### config.mk
export PLATFORM = sky130hd
export DESIGN_NAME = pipe_addsub
export DESIGN_NICKNAME = d
export VERILOG_FILES = /design/src/rtl/pipe_addsub_pkg.sv /design/src/rtl/addsub_stage.sv /design/src/rtl/pipe_addsub.sv
export SDC_FILE = /design/constraint.sdc
export NUM_CORES = 1
export LEC_CHECK = 0
export CELL_PAD_IN_SITES_DETAIL_PLACEMENT = 2
export CELL_PAD_IN_SITES_GLOBAL_PLACEMENT = 2
export CORE_MARGIN = 10
export CORE_UTILIZATION = 33
export CTS_BUF_LIST = sky130_fd_sc_hd__clkbuf_16
export DETAILED_ROUTE_END_ITERATION = 7
export PLACE_DENSITY_LB_ADDON = 0.1
export RECOVER_POWER = 50
export SETUP_SLACK_MARGIN = 0.1
export SLEW_MARGIN = 20
export SYNTH_ARGS = -nofsm -noshare
export SYNTH_HDL_FRONTEND = slang
export SYNTH_HIERARCHICAL = 1
export SYNTH_SLANG_ARGS = --single-unit
### constraint.sdc
create_clock -name clk -period 2.3 [get_ports clk]
set_input_delay 0.575 -clock clk [delete_from_list [all_inputs] [get_ports clk]]
set_output_delay 0.575 -clock clk [all_outputs]
set_load 0.05 [all_outputs]
### src/rtl/pipe_addsub_pkg.sv
// Shared types and elaboration helpers for the pipelined adder/subtractor.
// The optional overflow output is enabled by defining PIPE_ADDSUB_OVF_EN.
package pipe_addsub_pkg;

    typedef enum logic {
        OP_ADD = 1'b0,
        OP_SUB = 1'b1
    } op_e;

    // Width of one carry chunk.
    function automatic int chunk_of(input int width, input int stages);
        return width / stages;
    endfunction

    // True when the operand splits into equal, non-empty chunks.
    function automatic bit stages_ok(input int width, input int stages);
        return (stages >= 1) && (stages <= width) && ((width % stages) == 0);
    endfunction

endpackage

### src/rtl/addsub_stage.sv
// One pipeline slice: adds chunk IDX of the operands with the incoming carry
// and registers the partial result, carry and remaining operands.
// With PIPE_ADDSUB_OVF_EN defined it also registers the signed overflow of its
// chunk MSB (only meaningful in the last stage).
import pipe_addsub_pkg::*;

module addsub_stage #(
    parameter int WIDTH = 8,
    parameter int CHUNK = 4,
    parameter int IDX   = 0
) (
    input  logic             clk,
    input  logic             rst,
    input  logic             in_valid,
    output logic             in_ready,
    input  logic [WIDTH-1:0] in_a,
    input  logic [WIDTH-1:0] in_b,
    input  logic [WIDTH-1:0] in_acc,
    input  logic             in_carry,
    input  logic             in_sub,
    output logic             out_valid,
    input  logic             out_ready,
    output logic [WIDTH-1:0] out_a,
    output logic [WIDTH-1:0] out_b,
    output logic [WIDTH-1:0] out_acc,
    output logic             out_carry,
`ifdef PIPE_ADDSUB_OVF_EN
    output logic             out_ovf,
`endif
    output logic             out_sub
);

    localparam int LO = IDX * CHUNK;

    logic [CHUNK-1:0] a_chunk_s;
    logic [CHUNK-1:0] b_chunk_s;
    logic [CHUNK:0]   sum_s;
    logic [WIDTH-1:0] acc_next_s;

    assign a_chunk_s = in_a[LO +: CHUNK];
    assign b_chunk_s = in_b[LO +: CHUNK];
    assign sum_s     = {1'b0, a_chunk_s} + {1'b0, b_chunk_s} + {{CHUNK{1'b0}}, in_carry};

    // A slot is free when empty or when its occupant leaves this cycle.
    assign in_ready = !out_valid || out_ready;

    // Merge this chunk's sum bits into the partial result.
    always_comb begin
        acc_next_s = in_acc;
        acc_next_s[LO +: CHUNK] = sum_s[CHUNK-1:0];
    end

`ifdef PIPE_ADDSUB_OVF_EN
    logic cin_msb_s;
    // Carry into the chunk MSB recovered from its sum bit and operand bits.
    assign cin_msb_s = sum_s[CHUNK-1] ^ a_chunk_s[CHUNK-1] ^ b_chunk_s[CHUNK-1];

    // Overflow flag register, loaded alongside the data.
    always_ff @(posedge clk) begin
        if (rst) begin
            out_ovf <= 1'b0;
        end else if (in_ready) begin
            out_ovf <= cin_msb_s ^ sum_s[CHUNK];
        end else begin
            out_ovf <= out_ovf;
        end
    end
`endif

    // Register slice: load from upstream when there is room, otherwise hold.
    always_ff @(posedge clk) begin
        if (rst) begin
            out_valid <= 1'b0;
            out_a     <= {WIDTH{1'b0}};
            out_b     <= {WIDTH{1'b0}};
            out_acc   <= {WIDTH{1'b0}};
            out_carry <= 1'b0;
            out_sub   <= 1'b0;
        end else if (in_ready) begin
            out_valid <= in_valid;
            out_a     <= in_a;
            out_b     <= in_b;
            out_acc   <= acc_next_s;
            out_carry <= sum_s[CHUNK];
            out_sub   <= in_sub;
        end else begin
            out_valid <= out_valid;
            out_a     <= out_a;
            out_b     <= out_b;
            out_acc   <= out_acc;
            out_carry <= out_carry;
            out_sub   <= out_sub;
        end
    end

endmodule

### src/rtl/pipe_addsub.sv
// Pipelined WIDTH-bit adder/subtractor with valid/ready on both sides.
// The carry chain is cut into STAGES chunks, one chunk per pipeline stage.
// Define PIPE_ADDSUB_OVF_EN to add the registered signed-overflow output ovf.
import pipe_addsub_pkg::*;

module pipe_addsub #(
    parameter int WIDTH  = 8,
    parameter int STAGES = 2
) (
    input  logic             clk,
    input  logic             rst,
    input  logic             in_valid,
    output logic             in_ready,
    input  logic [WIDTH-1:0] a,
    input  logic [WIDTH-1:0] b,
    input  logic             sub,
    output logic             out_valid,
    input  logic             out_ready,
`ifdef PIPE_ADDSUB_OVF_EN
    output logic             ovf,
`endif
    output logic [WIDTH:0]   result
);

    localparam int CHUNK = chunk_of(WIDTH, STAGES);

    if (!stages_ok(WIDTH, STAGES)) begin : g_bad_params
        $error("pipe_addsub: WIDTH must be a multiple of STAGES");
    end

    // Index k is the input of stage k; index k+1 is its registered output.
    logic             valid_s [STAGES+1];
    logic [STAGES:0]  ready_s;
    logic [WIDTH-1:0] a_s     [STAGES+1];
    logic [WIDTH-1:0] b_s     [STAGES+1];
    logic [WIDTH-1:0] acc_s   [STAGES+1];
    logic             carry_s [STAGES+1];
    logic             sub_s   [STAGES+1];
    op_e              op_s;

    assign op_s = op_e'(sub);

    // Stage 0 injection: subtraction is a + ~b + 1.
    assign valid_s[0] = in_valid;
    assign a_s[0]     = a;
    assign b_s[0]     = (op_s == OP_SUB) ? ~b : b;
    assign acc_s[0]   = {WIDTH{1'b0}};
    assign carry_s[0] = (op_s == OP_SUB);
    assign sub_s[0]   = (op_s == OP_SUB);

    assign ready_s[STAGES] = out_ready;
    assign in_ready        = ready_s[0] && !rst;

`ifdef PIPE_ADDSUB_OVF_EN
    logic [STAGES-1:0] ovf_s;
`endif

    for (genvar k = 0; k < STAGES; k++) begin : g_stage
        addsub_stage #(
            .WIDTH (WIDTH),
            .CHUNK (CHUNK),
            .IDX   (k)
        ) u_stage (
            .clk       (clk),
            .rst       (rst),
            .in_valid  (valid_s[k]),
            .in_ready  (ready_s[k]),
            .in_a      (a_s[k]),
            .in_b      (b_s[k]),
            .in_acc    (acc_s[k]),
            .in_carry  (carry_s[k]),
            .in_sub    (sub_s[k]),
            .out_valid (valid_s[k+1]),
            .out_ready (ready_s[k+1]),
            .out_a     (a_s[k+1]),
            .out_b     (b_s[k+1]),
            .out_acc   (acc_s[k+1]),
            .out_carry (carry_s[k+1]),
`ifdef PIPE_ADDSUB_OVF_EN
            .out_ovf   (ovf_s[k]),
`endif
            .out_sub   (sub_s[k+1])
        );
    end

    // Subtraction reports borrow (inverted carry) in the top bit.
    assign out_valid = valid_s[STAGES];
    assign result    = {carry_s[STAGES] ^ sub_s[STAGES], acc_s[STAGES]};

`ifdef PIPE_ADDSUB_OVF_EN
    assign ovf = ovf_s[STAGES-1];
    logic unused_ovf_s;
    assign unused_ovf_s = &{1'b0, ovf_s};
`endif

    // Operands leaving the last stage are fully consumed.
    logic unused_ops_s;
    assign unused_ops_s = &{1'b0, a_s[STAGES], b_s[STAGES]};

endmodule

Word level (Yosys, flattened, before mapping):

Index checks and enable logic that the tools add are counted.
Widths: inputs -> output; s select.

* register bits: 34
* input port bits: 21
* logic and storage cells: 23
* output and inout bits: 11

* multiplexer cells: 1
* reduce and logical (&&, ||, !) cells: 6
* $add $sub $neg: 4
* bitwise operators: 2

Operators with widths (number)
* $add 4x4->5: 2
* $add 5x1->5: 2
* $mux 8: 1
* $not 8->8: 1
* $logic_not 1->1: 3
* $logic_or 1x1->1: 2
* $logic_and 1x1->1: 1
* $xor 1x1->1: 1

Logic depth before layout (Yosys ltp):

Gate-level depths: netlist of run 1.

* depth in word-level cells: 4
* depth in mapped cells: 8
* depth with buffers taken out: 7

By module:

The synthesis of run 1 kept the hierarchy.

By module, submodules not included
* addsub_stage: seq. area each 540.5 µm², area an instance 1094.8 µm², cells an instance 131, times used 2
* pipe_addsub: seq. area each 0.0 µm², area an instance 100.1 µm², cells an instance 12, times used 1

Worst setup path before layout of run 1:

No wires, ideal clock.

* path type: reg-to-output
* start point: reg g_stage[1].u_stage.out_valid
* end point: out in_ready
* required time: 1725 ps
* data arrival time: 2047 ps
* cell stages (with the launch flop): 8
* setup slack: -322 ps
* path buffers: 2
* path through: dfxtp_1 nor2b_4 inv_2 buf_2 nor2b_4 inv_2 buf_2 nor2b_1

* longest elaborated chain between the ends: 4

Ends and longest elaborated chain
* start: declaration: RTL line addsub_stage.sv:21 `output logic out_valid,`
* start signal: assignment: RTL line addsub_stage.sv:80 `out_valid <= in_valid;`
* start signal: assignment: RTL line addsub_stage.sv:87 `out_valid <= out_valid;`
* $logic_not 1->1: RTL line addsub_stage.sv:45 `assign in_ready = !out_valid || out_ready;`
* $logic_or 1x1->1: RTL line addsub_stage.sv:45
* named net ready_s[1]: RTL line pipe_addsub.sv:33 `logic [STAGES:0] ready_s;`
* $logic_or 1x1->1: RTL line addsub_stage.sv:45
* named net ready_s[0]: RTL line pipe_addsub.sv:33
* $logic_and 1x1->1: RTL line pipe_addsub.sv:52 `assign in_ready = ready_s[0] && !rst;`
* end: declaration: RTL line pipe_addsub.sv:13 `output logic in_ready,`

The timed path passes the listed nets, and every way through them passes these cells.

Final worst setup path of run 1:

* start point: in out_ready
* end point: out in_ready

* longest elaborated chain between the ends: 3

Ends and longest elaborated chain
* start: declaration: RTL line pipe_addsub.sv:18 `input logic out_ready,`
* $logic_or 1x1->1: RTL line addsub_stage.sv:45
* named net ready_s[1]: RTL line pipe_addsub.sv:33
* $logic_or 1x1->1: RTL line addsub_stage.sv:45
* named net ready_s[0]: RTL line pipe_addsub.sv:33
* $logic_and 1x1->1: RTL line pipe_addsub.sv:52

The timed path passes the listed nets, and every way through them passes these cells.

==> metrics, run 1 <==
final period demand of the worst path 2.13 ns; final hold slack between 0.4 and 0.5 ns; worst skew pair latency 0.26 ns; Design Power about 1200 uW; fraction of layout instances using a drive strength above 1 0.117; Vias per Instance 4.84; antenna fix cells 0; overflow left after global routing 0; Worst Hold Class flop to flop; commonest non-fill, non-tap cells in the layout 36 x nand2_1, 26 x dfxtp_1, 26 x clkdlybuf4s50_1; Total Nets Final ~220; total length of routed wires ~3700 um; Layout Utilization 0.444; cell type of the slowest stage on the worst timing path dlygate4sd2_1; maximum buffer depth of the clock tree 2; hold_sp g_stage[1].u_stage/out_acc[4]; Static Leakage 0.000750 uW; Die W 84.6 um; wire length of the first global-routing pass 6300 um; max-cap violation count 0; post-DP HPWL 3030 um; die outline area 0.00715 mm2; share of total power in the clock network 0.311; Critical Path Source Type input pin; fraction of power consumed by sequential logic 0.424; Max FO, Critical Path 2; row cnt 23; number of standard cells after synthesis approximately 160; warning count from the yosys run 6; number of iterations in the first detailed-routing pass 4; Sw Share 0.293; fmax ~470 MHz; via count of the first global-routing pass ~1,300; DIE HEIGHT 84.6 um; all-layer global routing usage 0.105; hold path cells 2; initial DRC count 33; VDD IR max roughly 0.27 mV; power density relative to cell area approximately 700 mW/mm2; worst endpoint data arrival time 1.56 ns; cell internal pwr 871 uW; switching power summed over all nets 360 uW; Required @ worst endpoint 1.73 ns; status completed; type of the setup path with the least slack input pin to primary output; Detail Route Antenna Nets 0; Worst path max stage delay around 0.23 ns; RR Startpoint g_stage[1].u_stage/out_valid; hold bufs inserted after CTS 0; leading cell type in the layout, fill and taps excluded nand2_1; Rel. slew slack 0.488; mean instance size in the synthesized netlist between 8 and 9 um2; pin count of the biggest net entering global routing 17; FILL cells 460; number of standard cells in the layout, taps in and fillers out between 200 and 250; final cycle utilization of the critical path 0.926; count of placed standard cells including taps 235; slew at the pin with the worst max-slew slack 0.769 ns; number of port buffers 31; Initial Utilization 0.341; number of top-level design ports 32; power share of the combinational group 0.265; via count 1,153; reg-to-reg setup timing slack 0.54 ns; depth of the worst register-to-register path 6; critical path, cell by cell dlygate4sd2_1, nor2b_1, inv_1, nor2b_4, inv_2, nor2b_2, buf_6; max-slew violation count 0; Synth-to-Final Area Change 30.2%; RSZ-0062 raised after global routing true; Synth Net Count 192; number of CTS-inserted buffers 3; clock transition at the registers of the reported paths 0.06 ns; buffer type at the clock tree root clkbuf_16; number of hold-slack violations in the final timing report 0; Std-Cell Core Area 0.00403 mm2; number of antenna violations at the first check in global routing 0; DRC violations left 0; summed instance area of the synthesized netlist roughly 0.0014 mm2; setup_tns 0 ns; category of the worst setup path capture point primary output; Clock Skew 0.00434 ns; endpoint of the worst-slack reg-to-reg timing path g_stage[0].u_stage/out_acc[3]; routed len/inst 15.5 um; final setup fails 0; Hold Path End g_stage[1].u_stage/out_acc[4]; clock tree from TritonCTS built; H-Tree Depth 1; clock sink count 26; placer congestion estimate between 0.7 and 0.8
-- per-layer routing --
layer	wire, um	GRT usage	vias up
met5	0	0	-
li1	-	-	566
met4	22	0.0389	0
met1	1590	0.113	560
met3	204	0.0329	2
met2	1880	0.185	25
-- worst max-delay path: cells and delay by family --
kind | cells | cell delay (ns)
and+or+nand+nor | 3 | 0.43
buffers and inverters | 4 | 0.55
-- repair_timing --
item / CTS / global route
endpoints found under the setup margin: 5 / 4
setup buffers: 0 / 0
gates resized for setup: 7 / 3
pin swaps: 1 / 2
-- layout make-up --
cell class | count | area [um2] | area share
clock buffers | 3 | 75.1 | 0.0419
inverters | 8 | 30.0 | 0.0168
multi-input cells | 110 | 731 | 0.408
flip-flops and latches | 26 | 520 | 0.291
well taps | 50 | 62.6 | 0.0349
repair buffers | 41 | 372 | 0.208
-- power by group through the flow --
| stage | logic (uW) | registers, uW | clock network, uW |
|---|---|---|---|
| 2_1_floorplan | 151 | 584 | 0 |
| 3_3_place_gp | 315 | 530 | 0 |
| 3_5_place_dp | 328 | 533 | 0 |
| 4_1_cts | 337 | 523 | 395 |
| 5_1_grt | 359 | 529 | 412 |
| 6_report | 327 | 522 | 383 |
-- sequential cells by signal, summed over array words and instances (netlist names) --
| register | count |
|---|---|
| g_stage.u_stage/out_valid | 2 |
| g_stage.u_stage/out_acc | 12 |
| g_stage.u_stage/out_a | 4 |
| g_stage.u_stage/out_b | 4 |
| g_stage.u_stage/out_carry | 2 |
| g_stage.u_stage/out_sub | 2 |
-- worst max path at each step --
stage	start	depth (start not counted)	end	slack [ns]
2_1_floorplan	g_stage[1].u_stage/out_valid	7	in_ready	0.11
4_1_cts	b[0]	8	g_stage[0].u_stage/out_carry	0.11
3_3_place_gp	sub	8	g_stage[0].u_stage/out_carry	-0.14
6_report	out_ready	7	in_ready	0.17
5_1_grt	out_ready	7	in_ready	0.09
3_5_place_dp	sub	8	g_stage[0].u_stage/out_carry	-0.25
-- per-stage QoR --
step                      worst slack [ns]  area [um2]
after floorplan                      0.105        1380
after global placement              -0.137        1710
after detailed placement            -0.250        1710
after CTS                            0.108        1810
after global routing                0.0903        1790
final                                0.169        1790
No activity file was read; power rests on OpenSTA's default activity.
==> run 2, diff against run 1 <==
- HOLD_SLACK_MARGIN: default -> 0.15
==> results of run 2 <==
The final DEF is identical to that of run 1; final timing and power are the same.
